### src/rtl/bpred_pkg.sv
// Shared constants, counter helpers and BTB entry type for the branch predictor.
package bpred_pkg;

    localparam int unsigned BPRED_INDEX_BITS = 6;
    localparam int unsigned BPRED_CTR_BITS   = 2;
    localparam int unsigned BPRED_TAG_BITS   = 8;
    localparam int unsigned BPRED_HIST_BITS  = 6;

    // Saturation ceiling of a bits-wide counter.
    function automatic int unsigned CTR_MAX(input int unsigned bits);
        return (32'd1 << bits) - 32'd1;
    endfunction

    // Weakly not-taken reset value (01 for 2-bit, 0 for 1-bit).
    function automatic int unsigned CTR_WEAK_NT(input int unsigned bits);
        return (32'd1 << (bits - 32'd1)) - 32'd1;
    endfunction

    typedef struct packed {
        logic                      valid;
        logic [BPRED_TAG_BITS-1:0] tag;
        logic [31:0]               target;
    } btb_entry_t;

endpackage

### src/rtl/bpred_sat_ctr.sv
// Next-value logic for one saturating up/down branch counter.
module bpred_sat_ctr
    import bpred_pkg::*;
#(
    parameter int unsigned CTR_BITS = BPRED_CTR_BITS
) (
    input  logic [CTR_BITS-1:0] ctr_i,
    input  logic                inc_i,
    output logic [CTR_BITS-1:0] ctr_next_o
);

    localparam logic [CTR_BITS-1:0] MAX_VAL = CTR_BITS'(CTR_MAX(CTR_BITS));

    always_comb begin
        ctr_next_o = ctr_i;
        if (inc_i) begin
            if (ctr_i != MAX_VAL) ctr_next_o = ctr_i + CTR_BITS'(1);
        end else begin
            if (ctr_i != '0) ctr_next_o = ctr_i - CTR_BITS'(1);
        end
    end

endmodule

### src/rtl/branch_predictor_bht.sv
// BHT of saturating counters plus tagged BTB; combinational lookup in F, trained in D.
// Optional gshare indexing (global history XOR PC index) when BPRED_GSHARE_EN is defined.
module branch_predictor_bht
    import bpred_pkg::*;
#(
    parameter int unsigned INDEX_BITS = BPRED_INDEX_BITS,
    parameter int unsigned CTR_BITS   = BPRED_CTR_BITS,
    parameter int unsigned TAG_BITS   = BPRED_TAG_BITS,
    parameter int unsigned HIST_BITS  = BPRED_HIST_BITS
) (
    input  logic                  clk,
    input  logic                  reset,
    input  logic [31:0]           pc_f,
    output logic                  pred_taken_f,
    output logic [31:0]           pred_target_f,
    output logic [INDEX_BITS-1:0] pred_cidx_f,
    input  logic                  update_en,
    input  logic [31:0]           update_pc_d,
    input  logic [INDEX_BITS-1:0] update_cidx_d,
    input  logic                  update_taken_d,
    input  logic [31:0]           update_target_d
);

    localparam int unsigned ENTRIES = 32'd1 << INDEX_BITS;
    localparam int unsigned TAG_LO  = INDEX_BITS + 2;
    localparam int unsigned TAG_HI  = INDEX_BITS + TAG_BITS + 1;
    localparam logic [CTR_BITS-1:0] CTR_RST = CTR_BITS'(CTR_WEAK_NT(CTR_BITS));

    logic                valid_q  [ENTRIES];
    logic [TAG_BITS-1:0] tag_q    [ENTRIES];
    logic [31:0]         target_q [ENTRIES];
    logic [CTR_BITS-1:0] ctr_q    [ENTRIES];

    logic [INDEX_BITS-1:0] bidx_f, cidx_f, bidx_u;
    logic [TAG_BITS-1:0]   tag_f, tag_u;
    logic [CTR_BITS-1:0]   ctr_f, ctr_upd;
    logic                  hit_f;

    assign bidx_f = pc_f[INDEX_BITS+1:2];
    assign tag_f  = pc_f[TAG_HI:TAG_LO];
    assign bidx_u = update_pc_d[INDEX_BITS+1:2];
    assign tag_u  = update_pc_d[TAG_HI:TAG_LO];

`ifdef BPRED_GSHARE_EN
    logic [HIST_BITS-1:0] ghr_q, ghr_d;

    // History advances only on resolved branches (non-speculative).
    always_comb begin
        ghr_d = ghr_q;
        if (update_en) ghr_d = HIST_BITS'({ghr_q, update_taken_d});
    end

    always_ff @(posedge clk) begin
        if (reset) ghr_q <= '0;
        else       ghr_q <= ghr_d;
    end

    assign cidx_f = bidx_f ^ INDEX_BITS'(ghr_q);
`else
    localparam int unsigned UNUSED_HIST_BITS = HIST_BITS;
    assign cidx_f = bidx_f;
`endif

    // Lookup reads pre-update state; writes land on the next edge with no bypass.
    assign ctr_f         = ctr_q[cidx_f];
    assign hit_f         = valid_q[bidx_f] && (tag_q[bidx_f] == tag_f);
    assign pred_taken_f  = !reset && hit_f && ctr_f[CTR_BITS-1];
    assign pred_target_f = pred_taken_f ? target_q[bidx_f] : '0;
    assign pred_cidx_f   = cidx_f;

    bpred_sat_ctr #(
        .CTR_BITS (CTR_BITS)
    ) u_sat_ctr (
        .ctr_i      (ctr_q[update_cidx_d]),
        .inc_i      (update_taken_d),
        .ctr_next_o (ctr_upd)
    );

    always_ff @(posedge clk) begin
        if (reset) begin
            for (int unsigned i = 0; i < ENTRIES; i++) begin
                valid_q[i]  <= 1'b0;
                tag_q[i]    <= '0;
                target_q[i] <= '0;
                ctr_q[i]    <= CTR_RST;
            end
        end else if (update_en) begin
            ctr_q[update_cidx_d] <= ctr_upd;
            if (update_taken_d) begin
                valid_q[bidx_u]  <= 1'b1;
                tag_q[bidx_u]    <= tag_u;
                target_q[bidx_u] <= update_target_d;
            end
        end
    end

    logic unused_pc_bits;
    assign unused_pc_bits = ^{pc_f, update_pc_d};

endmodule

### config.mk
export PLATFORM = sky130hd
export DESIGN_NAME = branch_predictor_bht
export DESIGN_NICKNAME = d
export VERILOG_FILES = /design/src/rtl/bpred_pkg.sv /design/src/rtl/bpred_sat_ctr.sv /design/src/rtl/branch_predictor_bht.sv
export SDC_FILE = /design/constraint.sdc
export NUM_CORES = 2
export LEC_CHECK = 0
export BUFFER_PORTS_ARGS = -buffer_cell sky130_fd_sc_hd__buf_2
export CAP_MARGIN = 20
export CORE_ASPECT_RATIO = 1.75
export CORE_UTILIZATION = 27
export CTS_CLUSTER_SIZE = 14
export DETAILED_ROUTE_END_ITERATION = 10
export GPL_ROUTABILITY_DRIVEN = 0
export PLACE_DENSITY = 0.45
export SLEW_MARGIN = 30
export SYNTH_ARGS = -nofsm -noshare
export SYNTH_HDL_FRONTEND = slang
export SYNTH_HIERARCHICAL = 1
export SYNTH_SLANG_ARGS = --single-unit
### constraint.sdc
create_clock -name clk -period 5.3 [get_ports clk]
set_input_delay 0.53 -clock clk [delete_from_list [all_inputs] [get_ports clk]]
set_output_delay 0.53 -clock clk [all_outputs]
set_load 0.005 [all_outputs]
After elaboration in Yosys (flattened, before gate mapping)

Memories as Yosys holds them, arrays and structs flattened.
Cells that the tools add are included.

Add/subtract/negate cells: 2
Equality and inequality tests: 2
Multiplexer cells: 25
Reduce and logical (&&, ||, !) cells: 9

Operators by type and width:

| operator            | count |
|---|---|
| $mux 32             | 2 |
| $reduce_or 32->1    | 1 |
| $mux 6              | 4 |
| $mux 1              | 14 |
| $eq 8x8->1          | 1 |
| $mux 2              | 4 |
| $mux 8              | 1 |
| $reduce_or 8->1     | 1 |
| $logic_and 1x1->1   | 3 |
| $add 2x1->2 const B | 1 |
| $ne 2x2->1 const B  | 1 |
| $reduce_bool 2->1   | 1 |
| $reduce_or 2->1     | 1 |
| $sub 2x1->2 const B | 1 |
| $logic_not 1->1     | 1 |
| $reduce_or 1->1     | 1 |

Bits in registers: 0
Memory bits (writable): 2,752
Input bits: 106
Output and inout bits: 39
Logic and storage cells: 42
Memories kept: 4

Memories:

| name     | depth | width | rd ports | clocked after Yosys merged registers in | write ports | RTL line                   | RTL |
|---|---|---|---|---|---|---|---|
| target_q | 64    | 32    | 1        | 0                                       | 64          | branch_predictor_bht.sv:31 | `logic [31:0] target_q [ENTRIES];` |
| tag_q    | 64    | 8     | 1        | 0                                       | 64          | branch_predictor_bht.sv:30 | `logic [TAG_BITS-1:0] tag_q [ENTRIES];` |
| ctr_q    | 64    | 2     | 2        | 0                                       | 64          | branch_predictor_bht.sv:32 | `logic [CTR_BITS-1:0] ctr_q [ENTRIES];` |
| valid_q  | 64    | 1     | 1        | 0                                       | 64          | branch_predictor_bht.sv:29 | `logic valid_q [ENTRIES];` |

Logic depth before layout (Yosys ltp)

Depth after elaboration: 6
Depth in mapped cells: 15

By module

The synthesis kept the hierarchy.

Modules (own cells, without submodules):

| module               | instances | cells each | area each (um^2) | seq. area each (um^2) |
|---|---|---|---|---|
| branch_predictor_bht | 1         | 7,998      | 124,677.1        | 81,998.6 |
| bpred_sat_ctr        | 1         | 3          | 26.3             | 0.0 |

Least setup slack after synthesis

Ideal clock, no wire load.

Kind: input-to-reg
Start: input port update_pc_d[2]
End: memory tag_q[56][0] in the netlist's numbering, enable pin
Data arrival time: 4.522 ns
Slack: 0.285 ns
Stages: 6
Buffers on the path: 3
Cells stage by stage: clkbuf_1 -> or3_1 -> clkbuf_1 -> or2_2 -> clkbuf_1 -> o21ai_0

RTL lines:

| what        | RTL line                   | RTL |
|---|---|---|
| from (decl) | branch_predictor_bht.sv:18 | `input logic [31:0] update_pc_d,` |
| to (decl)   | branch_predictor_bht.sv:30 |  |

Worst setup path in the final report

Start: memory tag_q[39][5] in the netlist's numbering
End: output port pred_target_f[17]

Longest elaborated chain between the ends: 6

Ends and longest elaborated chain:

| what                           | RTL line                   | RTL |
|---|---|---|
| $mem_v2 64x8                   | -                          |  |
| $eq 8x8->1                     | branch_predictor_bht.sv:66 | `assign hit_f = valid_q[bidx_f] && (tag_q[bidx_f] == tag_f);` |
| $logic_and 1x1->1              | branch_predictor_bht.sv:66 |  |
| $logic_and 1x1->1 (2 in a row) | branch_predictor_bht.sv:67 | `assign pred_taken_f = !reset && hit_f && ctr_f[CTR_BITS-1];` |
| $mux 32                        | branch_predictor_bht.sv:68 | `assign pred_target_f = pred_taken_f ? target_q[bidx_f] : '0;` |
| to (decl)                      | branch_predictor_bht.sv:15 | `output logic [31:0] pred_target_f,` |

No other way between the ends.

==> results.txt <==
Status - complete, no violations
Max Fclk - 195 MHz
Row cnt - 329
VDD IR max - 274 uV
Syn_area_per_cell - 15.6 sq um
Port Buffers - 108
TritonCTS clock tree - yes
PostCTS Resize Cnt - 0
Clk_skew - 26.8 ps
Final wirelength - 482000 um
Vias - 72100
Clock Latency Late Sink - 940 ps
Initial Utilization - 27.2%
Register area share after synthesis - 65.8%
Total chip power - 47.4 mW
Post-synthesis net count - 8107
Worst hold start - update_cidx_d[2]
CTS clk-pin slew, worst paths - 70 ps
Smallest hold slack - 121 ps
Crit path max-delay family - simple AND/OR/NAND/NOR gates
Max_cap viols - 0
Share of flip-flops with an asynchronous set or reset - 0%
First-pass GRT wire length - 651000 um
Cells after Synth - 8001
Average wire per standard cell - 33.6 um
CTS Buffer Depth - 4
Synth cell types - 62
Finished Cell Area - 0.144 sq mm
Chip Width - 516 um
RR Endpoint - ctr_q[15][0]
DRC Markers - 0
Crit-path cells - mux4_2 -> and3_1 -> a31oi_1 -> nand4_1 -> xor2_1 -> a221oi_1 -> nand4_4 -> buf_12 -> nor4_1 -> buf_2
Utilization after layout - 31.4%
Lkg Pwr - 48.3 nW
Vias in the first global route - 74900
Post-DRT Antenna Nets - 0
H-tree levels - 4
Initial antenna violation count - 66
Layout cell share with drive strength beyond 1 - 22.4%
Post-CTS setup buffer count - 0
Layout Cells excl Fill - 14400
Clock Sinks - 2752
Reg2Reg Depth - 10
Worst Hold Class - input pin to register
Worst Path Max Fanout - 33
Buffers and inverters on the worst path - 2
Final worst-path cycle share - 96.6%
Synth top cells by count - edfxtp_1 (2688), and2_1 (2577), mux4_2 (747), clkbuf_1 (660), nand2_1 (234)
Hold path cells - 3
Count leader, synth - edfxtp_1
Flop-to-flop setup slack - 2320 ps
RSZ-0062 raised after global routing - false
Die ar. - 0.465 sq mm
Synth Warn # - 6
Placed insts - 13900
PwrDens - 329 mW/mm^2
Syn Std Cell Area - 0.125 sq mm
Post-synth top area cell - edfxtp_1
TritonRoute pass-1 iters - 6
Largest net degree at the start of global routing - 83
Worst setup SP type - register
IO Count - 145
Overflow after GRT - 0
Worst-Margin Slew - 1070 ps
Worst path slowest cell - a31oi_1
Final Hold Vio Count - 0
Crit path DAT - 4590 ps
Post-synth EDFFs - 2688
Data required, critical path - 4770 ps
Setup crit start - tag_q[39][5]
NumNets Final - 8109
Dpl cell area - 0.136 sq mm
Top-area cell type share of the netlist area - 64.7%
Total Neg Setup Slack - 0 ps
Worst path max stage delay - 570 ps
Endpoints failing setup - 0
Dpl ws - 212 ps
All-layer global routing usage - 20.5%
Crit end category - output port
Post-CTS Hold Buffers - 2
Dpl hpwl - 301000 um
R2r startpoint - ctr_q[46][1]
Core area - 0.459 sq mm
Synth top area cells - edfxtp_1 (65%), mux4_2 (13%), and2_1 (13%)
Top FF cell, synth - edfxtp_1
Max Transition Viols Final - 0
CTS buffer count - 249
Slew HR - 28.4%
Hold endpoint - ctr_q[59][0]
Area Growth Syn to Fin - 15.4%
Clk root buf - clkbuf_16
Yosys reg bits - 2752
Iteration-0 DRC Markers - 8134
Vias per inst - 5.02
Filler cells - 44800
Fin worst setup slack - 178 ps
Die Y - 901 um
Crit path time final - 5120 ps
Setup CP Type - register to output port
## how the worst max path moves through the flow
stage	to	slack (ps)	cells after the start
2_1_floorplan	tag_q[56][0]	290	6
3_3_place_gp	pred_target_f[16]	-40	11
3_5_place_dp	pred_target_f[17]	210	11
4_1_cts	pred_target_f[17]	150	10
5_1_grt	pred_target_f[17]	130	11
6_report	pred_target_f[17]	180	10
## flip-flops by register name, indices dropped and copies added, names as in the netlist
name      count
tag_q       512
target_q   2048
valid_q      64
ctr_q       128
## worst reg2reg max path, delay by kind of cell, from the launching register on
kind	cells	cell delay (ps)
simple gates	5	980
compound gates	4	770
fa+ha+maj	1	510
flops	1	430
## kinds of logic (layout without fill, tap and decap cells)
family          count (synthesis)  count (layout)  synth area share (%)
simple gates                 3152            3152                  15.1
flops                        2752            2752                  65.8
buf+inv                       855            1039                  2.78
mux                           806             806                  14.0
compound gates                427             427                  2.38
xor+xnor                        7               7                0.0492
fa+ha+maj                       2               2                0.0181
other cells                     0              47                     0
## final cells by class
cell class | count | area, sq um | area share, %
diodes | 47 | 118 | 0.0817
clock buffers | 330 | 6720 | 4.67
clock inverters | 103 | 769 | 0.535
inverters | 11 | 56.3 | 0.0391
multi-input cells | 4394 | 40600 | 28.2
flip-flops and latches | 2752 | 82000 | 57.0
well taps | 6123 | 7660 | 5.32
repair buffers | 595 | 6020 | 4.18
## placed cells by master (no fill, tap or decap), drive strengths merged, types with 19 or more instances in the layout
master  netlist  layout
mux4        747     747
diode         0      47
a22oi        73      73
a21o         67      67
clkinv        0      84
nor2b        22      22
nand2       234     234
nand4        23      23
buf         184     593
clkbuf      660     330
a21oi        19      19
mux2i        55      55
nand3        34      34
and2       2577    2577
a22o         35      35
dfxtp        64      64
a221oi       39      39
edfxtp     2688    2688
o21ai       112     112
nor2        150     150
nor4         34      34
## routing by layer
layer | vias up | part of all wire (%) | global-route usage [%]
li1 | 29600 | - | -
met1 | 39000 | 36 | 22.9
met2 | 2737 | 53 | 37.8
met3 | 822 | 5.4 | 2.58
met4 | 30 | 5.6 | 10.2
met5 | - | 0.040 | 0
## power by group
part           switching (mW)  internal, mW  total, mW
Sequential              0.298          24.9       25.2
Clock                    8.53          9.32       17.9
Combinational            2.83          1.56       4.38
Total                    11.7          35.7       47.4
(Power assumes the default switching activity.)
